[src/rtl/dtm_timing_tx_framer.sv]
// Timing word framer for one COB timing TX lane: merges trigger, periodic sync and
// queued software command words into a registered 10-bit stream under txReady back-pressure.
module dtm_timing_tx_framer #(
    parameter int unsigned FIFO_DEPTH  = 4,
    parameter int unsigned SYNC_PERIOD = 256,
    parameter logic [9:0]  TRIG_WORD   = 10'h2A5,
    parameter logic [9:0]  SYNC_WORD   = 10'h3FC,
    parameter logic [9:0]  IDLE_WORD   = 10'h000
) (
    input  logic        distClk,
    input  logic        distClkRstL,
    input  logic        trigReq,
    input  logic        cmdValid,
    input  logic [7:0]  cmdData,
    output logic        cmdReady,
    input  logic        txReady,
    output logic [9:0]  txData,
    output logic        txDataEn,
    output logic [15:0] trigDropCnt
);
    localparam int unsigned AW = (FIFO_DEPTH > 1) ? $clog2(FIFO_DEPTH) : 1;
    localparam int unsigned CW = (SYNC_PERIOD > 1) ? $clog2(SYNC_PERIOD) : 1;
    localparam logic [CW-1:0] PERIOD_LAST = CW'(SYNC_PERIOD - 1);
    localparam logic [AW:0]   FIFO_FULL   = (AW + 1)'(FIFO_DEPTH);

    typedef enum logic [1:0] {
        SEL_IDLE,
        SEL_TRIG,
        SEL_SYNC,
        SEL_CMD
    } sel_t;

    logic [7:0]    fifoMem [FIFO_DEPTH];
    logic [AW-1:0] wrPtr;
    logic [AW-1:0] rdPtr;
    logic [AW:0]   fifoCount;
    logic [AW:0]   fifoCountNext;
    logic [CW-1:0] periodCnt;
    logic          periodWrap;
    logic          trigPend;
    logic          syncPend;
    logic          fifoEmpty;
    logic          push;
    logic          pop;
    sel_t          sel;
    logic [9:0]    selWord;

    assign fifoEmpty  = (fifoCount == '0);
    assign push       = cmdValid && cmdReady;
    assign pop        = txReady && (sel == SEL_CMD);
    assign periodWrap = (periodCnt == PERIOD_LAST);

    always_comb begin
        sel     = SEL_IDLE;
        selWord = IDLE_WORD;
        if (trigReq || trigPend) begin
            sel     = SEL_TRIG;
            selWord = TRIG_WORD;
        end else if (syncPend) begin
            sel     = SEL_SYNC;
            selWord = SYNC_WORD;
        end else if (!fifoEmpty) begin
            sel     = SEL_CMD;
            selWord = {2'b01, fifoMem[rdPtr]};
        end
    end

    always_comb begin
        fifoCountNext = fifoCount;
        if (push && !pop) begin
            fifoCountNext = fifoCount + 1'b1;
        end else if (pop && !push) begin
            fifoCountNext = fifoCount - 1'b1;
        end
    end

    always_ff @(posedge distClk) begin
        if (push) begin
            fifoMem[wrPtr] <= cmdData;
        end
    end

    always_ff @(posedge distClk or negedge distClkRstL) begin
        if (!distClkRstL) begin
            wrPtr     <= '0;
            rdPtr     <= '0;
            fifoCount <= '0;
            cmdReady  <= 1'b0;
        end else begin
            if (push) begin
                wrPtr <= wrPtr + 1'b1;
            end
            if (pop) begin
                rdPtr <= rdPtr + 1'b1;
            end
            fifoCount <= fifoCountNext;
            cmdReady  <= (fifoCountNext != FIFO_FULL);
        end
    end

    // A trigger arriving while a pending one is sent takes its place; while stalled it is dropped.
    always_ff @(posedge distClk or negedge distClkRstL) begin
        if (!distClkRstL) begin
            periodCnt   <= '0;
            trigPend    <= 1'b0;
            syncPend    <= 1'b0;
            trigDropCnt <= '0;
        end else begin
            periodCnt <= periodWrap ? '0 : periodCnt + 1'b1;
            trigPend  <= txReady ? (trigPend && trigReq) : (trigPend || trigReq);
            syncPend  <= (syncPend && !(txReady && (sel == SEL_SYNC))) || periodWrap;
            if (!txReady && trigPend && trigReq && (trigDropCnt != '1)) begin
                trigDropCnt <= trigDropCnt + 1'b1;
            end
        end
    end

    always_ff @(posedge distClk or negedge distClkRstL) begin
        if (!distClkRstL) begin
            txData   <= IDLE_WORD;
            txDataEn <= 1'b0;
        end else begin
            txDataEn <= txReady;
            if (txReady) begin
                txData <= selWord;
            end
        end
    end
endmodule

[config.mk]
export PLATFORM = sky130hd
export DESIGN_NAME = dtm_timing_tx_framer
export DESIGN_NICKNAME = d
export VERILOG_FILES = /design/src/rtl/dtm_timing_tx_framer.sv
export SDC_FILE = /design/constraint.sdc
export NUM_CORES = 1
export LEC_CHECK = 0
export ABC_AREA = 1
export BUFFER_PORTS_ARGS = -buffer_cell sky130_fd_sc_hd__buf_2
export CAP_MARGIN = 40
export CORE_AREA = 2 2 92 94
export DETAILED_ROUTE_END_ITERATION = 10
export DIE_AREA = 0 0 94 96
export GPL_TIMING_DRIVEN = 1
export MAX_ROUTING_LAYER = met4
export PLACE_DENSITY = 0.71
export SLEW_MARGIN = 20
export SYNTH_ARGS = -nofsm -noshare
export SYNTH_HDL_FRONTEND = slang
export SYNTH_SLANG_ARGS = --single-unit
[constraint.sdc]
create_clock -name distClk -period 1.6 [get_ports distClk]
set_input_delay 0.16 -clock distClk [delete_from_list [all_inputs] [get_ports distClk]]
set_output_delay 0.16 -clock distClk [all_outputs]
set_load 0.01 [all_outputs]
==> out/qor.log, run 1 <==
INFO  run_status     outcome=completed
INFO  placed_design  gp_congestion=0.836
INFO  sta            maxSlewHeadroom=77.0%
INFO  hold_path      worstHoldEndpoint=fifoMem[0][0]$_DFFE_PP_
INFO  critical_path  cp-start-kind=register
INFO  drt            wirelength=6750µm
INFO  pwr            vdd_ir_drop_max=0.000676V
INFO  critical_path  r2r_end=cmdReady$_DFF_PN0_
INFO  pwr            power-per-cell-area=1440nW/µm²
INFO  cells_and_area layoutNonFillerInstCount=537
INFO  clock_network  h_tree_depth=3
INFO  drt            drcViolationCount=0
INFO  critical_path  critPathCaptureType=register
INFO  global_routing overflow=0
INFO  synth          synth_fp_nets=379
INFO  placed_design  number_of_i_o_port_buffers=40
INFO  run            cap_viol_max_count=0
INFO  placed_design  place.detailed.hpwl=4770µm
INFO  cells_and_area syn2layout_area_growth=21.6%
INFO  synth          seq_area_frac_synth=59.7%
INFO  drt            detail_route.iter0.violations=84
INFO  synth          synth_area=3490µm²
INFO  die            core_area=8050µm²
INFO  cells_and_area number_of_inserted_filler_cells_in_the_final_layout=740
INFO  sta            layout_min_cycle_time=1490ps
INFO  die            dieHeight=96µm
INFO  sta            report.final.setup_viol=0
INFO  drt            top_layer=met4
INFO  cells_and_area count_of_antenna_diodes_in_the_layout=0
INFO  cells_and_area layout-drive-gt1-share=22.7%
INFO  critical_path  cell_chain_critical_path=inv_1 -> ha_2 -> nand2_2 -> nand2_1 -> nor2_4 -> nand2_2 -> nand3_1 -> nand2_1 -> nor2_1 -> nand2_1
INFO  clock_network  cts-root-buf=sky130_fd_sc_hd__clkbuf_8
INFO  critical_path  worst-setup-path-type=reg2reg
INFO  critical_path  cpPeakStageDelay=360ps
INFO  drt            detailedRoute.firstPassIterationCount=4
INFO  hold_path      holdCritPathClass=in2reg
INFO  die            dieArea=9020µm²
INFO  drt            detailed_route_wire_length_on_metal_1=3030µm
INFO  clock_network  cts-buffers-inserted=9
INFO  critical_path  worst_path_most_repeated_cell=sky130_fd_sc_hd__nand2_1
INFO  synth          yosys_warnings=0
INFO  clock_network  worstSkewPairLatency=360ps
INFO  die            initial_core_util=43.4%
INFO  sta            fmax=0.669GHz
INFO  drt            wl_per_cell=12.6µm
INFO  cells_and_area total_nets_final=449
INFO  sta            holdWs=19.3ps
INFO  synth          ys_ff_latch=77
INFO  critical_path  critical_path_arrival=1740ps
INFO  synth          muxShareOfSynthArea=0%
INFO  sta            finalHoldViolCount=0
INFO  global_routing grtUsageTotal=17.1%
INFO  clock_network  clock_path_buffers=2
INFO  die            chipWidth=94µm
INFO  critical_path  critical_path.reg2reg.startpoint=fifoCount[0]$_DFF_PN0_
INFO  synth          synth_xor_area_share=4.26%
INFO  drt            vias_per_cell=4.83
INFO  critical_path  worst-path-buf-inv=1
INFO  placed_design  placed_instances=511
INFO  pwr            leakagePower=1.91nW
INFO  global_routing grt_antenna_before_repair=0
INFO  critical_path  rr_worst_depth=10
INFO  critical_path  worst_path_max_delay_cell=sky130_fd_sc_hd__dfrtp_1
INFO  synth          synth_compound_gate_area_share=8.16%
INFO  sta            slew_viol_final=0
INFO  synth          synth.distinct_cells=29
INFO  clock_network  cts_tree=yes
INFO  hold_path      min_path_cells=1
INFO  critical_path  cp_max_fo=4
INFO  global_routing grt_pass1_vias=2466
INFO  synth          synth_cells=357
INFO  synth          post_synth_and_or_nand_nor_area_fraction=19.6%
INFO  clock_network  clk_pin_slew_worst_paths=90ps
INFO  synth          yosys.area_share.adder=3.22%
INFO  critical_path  cpLargestDelayFamily=simple AND/OR/NAND/NOR gates
INFO  synth          postSynthAreaPerCell=9.79µm²
INFO  sta            worstMarginPinSlew=344ps
INFO  hold_path      holdCritStartpoint=cmdData[0]
INFO  global_routing grt_pass1_wl=11300µm
INFO  drt            route.antenna.remaining_nets=0
INFO  drt            num_vias=2592
INFO  critical_path  reg_to_reg_slack_setup=110ps
INFO  drt            wl_met2=3320µm
INFO  clock_network  clock_sinks=77
INFO  die            boundaryPins=41
INFO  critical_path  timing.critical_path.required=1850ps
INFO  sta            period_share=93.4%
INFO  drt            met3WireLength=298µm
INFO  global_routing grt_max_degree=46
INFO  synth          synth_top_family_by_area=simple AND/OR/NAND/NOR gates
INFO  die            floorplan.rows=33
INFO  sta            finalClockSkew=5.72ps
[logic make-up after synthesis]
kind of cell,Yosys count
flip-flops,77
adder cells (fa/ha/maj),9
AO/OA/AOI/OAI,49
XOR/XNOR,17
AND/OR/NAND/NOR,164
buffers and inverters,41
[cell usage after synthesis (all sizes together)]
cell / n / area, µm²
nand2: 92 / 353
nor2: 48 / 183
dfrtp: 45 / 1130
inv: 33 / 126
edfxtp: 32 / 961
o21ai: 30 / 165
nand3: 16 / 90.1
xor2: 13 / 114
ha: 9 / 113
a21oi: 8 / 40.0
buf: 6 / 41.3
o22ai: 6 / 37.5
nor3: 4 / 31.3
xnor2: 4 / 35.0
o221ai: 3 / 26.3
clkbuf: 2 / 7.51
nor3b: 2 / 15.0
a21o: 1 / 7.51
a22o: 1 / 8.76
nand3b: 1 / 7.51
nand4: 1 / 6.26
[cell usage in the layout, fill, tap and decap left out, types with 3 or more instances in the layout]
| cell type | Yosys | routed |
|---|---|---|
| sky130_fd_sc_hd__xor2_1 | 13 | 13 |
| sky130_fd_sc_hd__nand2_2 | 0 | 3 |
| sky130_fd_sc_hd__dlygate4sd3_1 | 0 | 5 |
| sky130_fd_sc_hd__o221ai_1 | 3 | 3 |
| sky130_fd_sc_hd__buf_2 | 3 | 40 |
| sky130_fd_sc_hd__buf_4 | 2 | 20 |
| sky130_fd_sc_hd__o22ai_1 | 6 | 6 |
| sky130_fd_sc_hd__inv_8 | 0 | 3 |
| sky130_fd_sc_hd__o21ai_0 | 26 | 26 |
| sky130_fd_sc_hd__nand2_1 | 91 | 88 |
| sky130_fd_sc_hd__dfrtp_1 | 45 | 45 |
| sky130_fd_sc_hd__xnor2_1 | 4 | 4 |
| sky130_fd_sc_hd__nor2_2 | 1 | 3 |
| sky130_fd_sc_hd__ha_1 | 9 | 7 |
| sky130_fd_sc_hd__inv_1 | 32 | 32 |
| sky130_fd_sc_hd__clkbuf_8 | 0 | 9 |
| sky130_fd_sc_hd__a21oi_1 | 8 | 7 |
| sky130_fd_sc_hd__nand3_1 | 14 | 14 |
| sky130_fd_sc_hd__edfxtp_1 | 32 | 32 |
| sky130_fd_sc_hd__nor2_1 | 47 | 44 |
| sky130_fd_sc_hd__o21ai_2 | 4 | 4 |
[how the worst max path moves through the flow]
stage	endpoint	depth (start not counted)	slack, ps	start
floorplan	trigDropCnt[12]$_DFFE_PN0P_	9	70	trigDropCnt[0]$_DFFE_PN0P_
global placement	cmdReady$_DFF_PN0_	10	100	fifoCount[0]$_DFF_PN0_
detailed placement	cmdReady$_DFF_PN0_	10	-20	fifoCount[0]$_DFF_PN0_
CTS	cmdReady$_DFF_PN0_	10	40	fifoCount[1]$_DFF_PN0_
global route	cmdReady$_DFF_PN0_	10	-30	fifoCount[0]$_DFF_PN0_
finish	cmdReady$_DFF_PN0_	10	110	fifoCount[0]$_DFF_PN0_
[power by group]
part	internal [mW]	switching, mW
clock network	0.619	0.832
logic	0.787	1.14
registers	2.48	0.251
[state kept, by name, summed over array words and instances, names as in the netlist]
name / flops
cmdReady: 1
fifoCount: 3
fifoMem: 32
periodCnt: 8
rdPtr: 2
syncPend: 1
trigDropCnt: 16
trigPend: 1
txData: 10
txDataEn: 1
wrPtr: 2
[routing by layer]
metal  vias to the layer above  track usage (%)
met1                      1216             20.0
met5                         -                -
li1                       1313                -
met3                        11             4.54
met2                        52             28.6
met4                         0             6.28
[per-stage QoR]
stage / TNS, ps / power [mW] / cell area, µm² / worst slack (ps) / util, %
floorplan: 0 / 3.91 / 3490 / 69.7 / -
global placement: 0 / 4.54 / 3920 / 96.0 / 48.7
detailed placement: -16.7 / 4.59 / 3920 / -16.7 / 48.7
CTS: 0 / 6.09 / 4180 / 40.2 / 51.9
global route: -35.0 / 6.57 / 4250 / -35.0 / 52.8
finish: 0 / 6.11 / 4250 / 106 / 52.8
[what timing repair did]
item,CTS,global route
pin swaps,0,2
buffers inserted,1,4
endpoints found under the setup margin,1,16
hold endpoints to repair,61,0
hold buffers,5,0
resized for setup,1,10
[final cells by class]
type / count / area (µm²) / share of cell area (%)
Tap cell: 105 / 131 / 3.09
Clock buffer: 9 / 124 / 2.91
Clock inverter: 7 / 75.1 / 1.77
Inverter: 33 / 126 / 2.97
Multi-Input combinational cell: 239 / 1270 / 29.8
Sequential cell: 77 / 2090 / 49.1
Timing Repair Buffer: 67 / 440 / 10.4
(Power assumes the default switching activity.)
==> run 2, diff against run 1 <==
--- a/config.mk
+++ b/config.mk
@@ -8,9 +8,9 @@
 export ABC_AREA = 1
 export BUFFER_PORTS_ARGS = -buffer_cell sky130_fd_sc_hd__buf_2
 export CAP_MARGIN = 40
-export CORE_AREA = 2 2 92 94
+export CORE_AREA = 2 2 75 113
 export DETAILED_ROUTE_END_ITERATION = 10
-export DIE_AREA = 0 0 94 96
+export DIE_AREA = 0 0 77 115
 export GPL_TIMING_DRIVEN = 1
 export MAX_ROUTING_LAYER = met4
 export PLACE_DENSITY = 0.71
==> run 2 against run 1 <==
Net effect: the run now ends with setup timing left; power up 13%; final cell count up 0.37%; clock power rose by 50%; count of clock-buffer cells in the layout grew 5; die area decreased by 1.9%; global-route usage up 0.30 points; wire length increased by 4.3%; sequential cell count is the same; fmax down 8.6%; register-to-register slack got worse by 140 ps; setup slack got worse by 140 ps; utilization up 3.4 points; critical path type unchanged; largest power group unchanged; highest routed layer unchanged.
==> out/qor.log, run 2 (synthesis results as in run 1) <==
INFO  placed_design  gp_congestion=0.929
INFO  drt            num_vias=2634
INFO  sta            period_share=102%
INFO  critical_path  timing.critical_path.required=1840ps
INFO  drt            drcViolationCount=0
INFO  sta            report.final.setup_viol=1
INFO  die            dieArea=8860µm²
INFO  die            chipWidth=77µm
INFO  cells_and_area count_of_antenna_diodes_in_the_layout=0
INFO  pwr            vdd_ir_drop_max=0.00130V
INFO  sta            worst_slack=-34.7ps
INFO  critical_path  cp_max_fo=5
INFO  critical_path  cpPeakStageDelay=430ps
INFO  global_routing grt_antenna_before_repair=0
INFO  sta            finalClockSkew=8.09ps
INFO  die            boundaryPins=41
INFO  critical_path  worst_path_max_delay_cell=sky130_fd_sc_hd__dfrtp_1
INFO  cells_and_area number_of_inserted_filler_cells_in_the_final_layout=720
INFO  drt            route.antenna.remaining_nets=0
INFO  die            floorplan.rows=40
INFO  critical_path  critPathCaptureType=register
INFO  drt            vias_per_cell=4.89
INFO  sta            finalHoldViolCount=0
INFO  hold_path      min_path_cells=1
INFO  critical_path  critical_path_arrival=1880ps
INFO  clock_network  clock_sinks=77
INFO  drt            wl_per_cell=13.1µm
INFO  cells_and_area final_common_cell=sky130_fd_sc_hd__nand2_1
INFO  sta            grt_setup_unrepaired=yes
INFO  global_routing grt_max_degree=46
INFO  die            initial_core_util=44.2%
INFO  cells_and_area top_regs=fifoMem x32, trigDropCnt x16, txData x10
INFO  critical_path  cell_chain_critical_path=ha_4 -> nand3_4 -> nor3_4 -> nand3_2 -> nand2_4 -> buf_12 -> buf_4 -> xor2_1
INFO  pwr            design_power_total=6.91mW
INFO  clock_network  clock_path_buffers=2
INFO  sta            layout_min_cycle_time=1630ps
INFO  die            core_area=7910µm²
INFO  clock_network  cts-root-buf=sky130_fd_sc_hd__clkbuf_16
INFO  sta            worstMarginPinSlew=576ps
INFO  hold_path      worstHoldEndpoint=fifoMem[2][1]$_DFFE_PP_
INFO  clock_network  cts_tree=yes
INFO  global_routing grtUsageTotal=17.4%
INFO  placed_design  postPlaceCellArea=3900µm²
INFO  cells_and_area layout-drive-gt1-share=25.3%
INFO  clock_network  h_tree_depth=3
INFO  cells_and_area fraction_of_the_core_area_covered_by_cells_at_the_end_of_the_flow=56.2%
INFO  clock_network  clk_pin_slew_worst_paths=60ps
INFO  critical_path  critical_path.reg2reg.startpoint=trigDropCnt[1]$_DFFE_PN0P_
INFO  global_routing overflow=0
INFO  cells_and_area syn2layout_area_growth=27.1%
INFO  critical_path  reg_to_reg_slack_setup=-30ps
INFO  cells_and_area finalInstanceArea=4440µm²
INFO  critical_path  cp-start-kind=register
INFO  sta            maxSlewHeadroom=61.6%
INFO  drt            detail_route.iter0.violations=106
INFO  placed_design  number_of_i_o_port_buffers=40
INFO  placed_design  place.detailed.hpwl=4890µm
INFO  sta            fmax=0.612GHz
INFO  global_routing grt_pass1_vias=2518
INFO  run_status     outcome=complete, but fails checks
INFO  global_routing grt_pass1_wl=11400µm
INFO  hold_path      holdCritStartpoint=cmdData[1]
INFO  sta            slew_viol_final=0
INFO  die            dieHeight=115µm
INFO  cells_and_area most_frequent_cells_in_the_layout=sky130_fd_sc_hd__nand2_1, sky130_fd_sc_hd__nor2_1, sky130_fd_sc_hd__dfrtp_1, sky130_fd_sc_hd__buf_2
INFO  cells_and_area largest_register_ffs=32
INFO  pwr            leakagePower=2.01nW
INFO  critical_path  r2r_end=trigDropCnt[0]$_DFFE_PN0P_
INFO  hold_path      holdCritPathClass=in2reg
INFO  clock_network  worstSkewPairLatency=330ps
INFO  run_status     violations=setup timing
INFO  cells_and_area total_nets_final=451
INFO  drt            wirelength=7040µm
INFO  pwr            power-per-cell-area=1550nW/µm²
INFO  clock_network  cts-buffers-inserted=9
INFO  drt            detailedRoute.firstPassIterationCount=4
INFO  cells_and_area max_flop_register=fifoMem
INFO  critical_path  worst-setup-path-type=reg2reg
INFO  run            cap_viol_max_count=0
INFO  critical_path  rr_worst_depth=8
## run 2: area by class of cell
class | count | area, µm² | area share (%)
clock buffer | 14 | 297 | 6.68
clock inverter | 2 | 35.0 | 0.789
inverter | 33 | 136 | 3.07
multi-input combinational | 239 | 1310 | 29.5
sequential | 77 | 2090 | 47.0
tap | 105 | 131 | 2.96
timing repair buffer | 69 | 445 | 10.0
## run 2: how the worst max path moves through the flow
stage,startpoint,endpoint,slack (ps),cells past startpoint
finish,trigDropCnt[1]$_DFFE_PN0P_,trigDropCnt[0]$_DFFE_PN0P_,-30,8
global route,trigDropCnt[1]$_DFFE_PN0P_,trigDropCnt[0]$_DFFE_PN0P_,-150,8
CTS,fifoCount[1]$_DFF_PN0_,cmdReady$_DFF_PN0_,20,10
detailed placement,fifoCount[0]$_DFF_PN0_,cmdReady$_DFF_PN0_,-20,10
global placement,trigDropCnt[1]$_DFFE_PN0P_,trigDropCnt[5]$_DFFE_PN0P_,80,8
floorplan,trigDropCnt[0]$_DFFE_PN0P_,trigDropCnt[12]$_DFFE_PN0P_,70,9
## run 2: metal layers
| layer | GRT usage (%) | share of wire (%) | vias to the layer above |
|---|---|---|---|
| met5 | - | 0 | - |
| met4 | 8.33 | 2.1 | 0 |
| met3 | 5.26 | 4.4 | 10 |
| met2 | 30.5 | 54 | 62 |
| met1 | 17.7 | 39 | 1256 |
| li1 | - | - | 1306 |
## run 2: timing repair
item                                    in CTS  in global routing
hold buffers                                 1                  0
gates resized for setup                      1                 32
endpoints found under the hold margin       45                  0
endpoints found under the setup margin       3                 21
setup buffers                                4                  8
pin swaps                                    1                  7
## run 2: where the power goes
group	switching, mW	total, mW	leakage [nW]	internal, mW
sequential	0.275	2.76	0.846	2.48
clock	0.736	2.17	0.163	1.44
combinational	1.17	1.97	1.00	0.802
total	2.18	6.91	2.01	4.72
## run 2: critical path: cells and delay by family, from the launching register on
family        cells  cell delay, ps
buf+inv           2             240
xor+xnor          1             170
fa+ha+maj         1             190
simple gates      4             520
flops             1             430
## run 2: through the flow
stage,instances,hold slack (ps),setup TNS [ps],worst slack (ps)
floorplan,357,-136,0,69.7
global placement,510,276,0,81.7
detailed placement,510,282,-30.1,-24.5
CTS,531,28.1,0,15.8
global route,539,32.2,-934,-146
finish,539,44.2,-34.7,-34.7
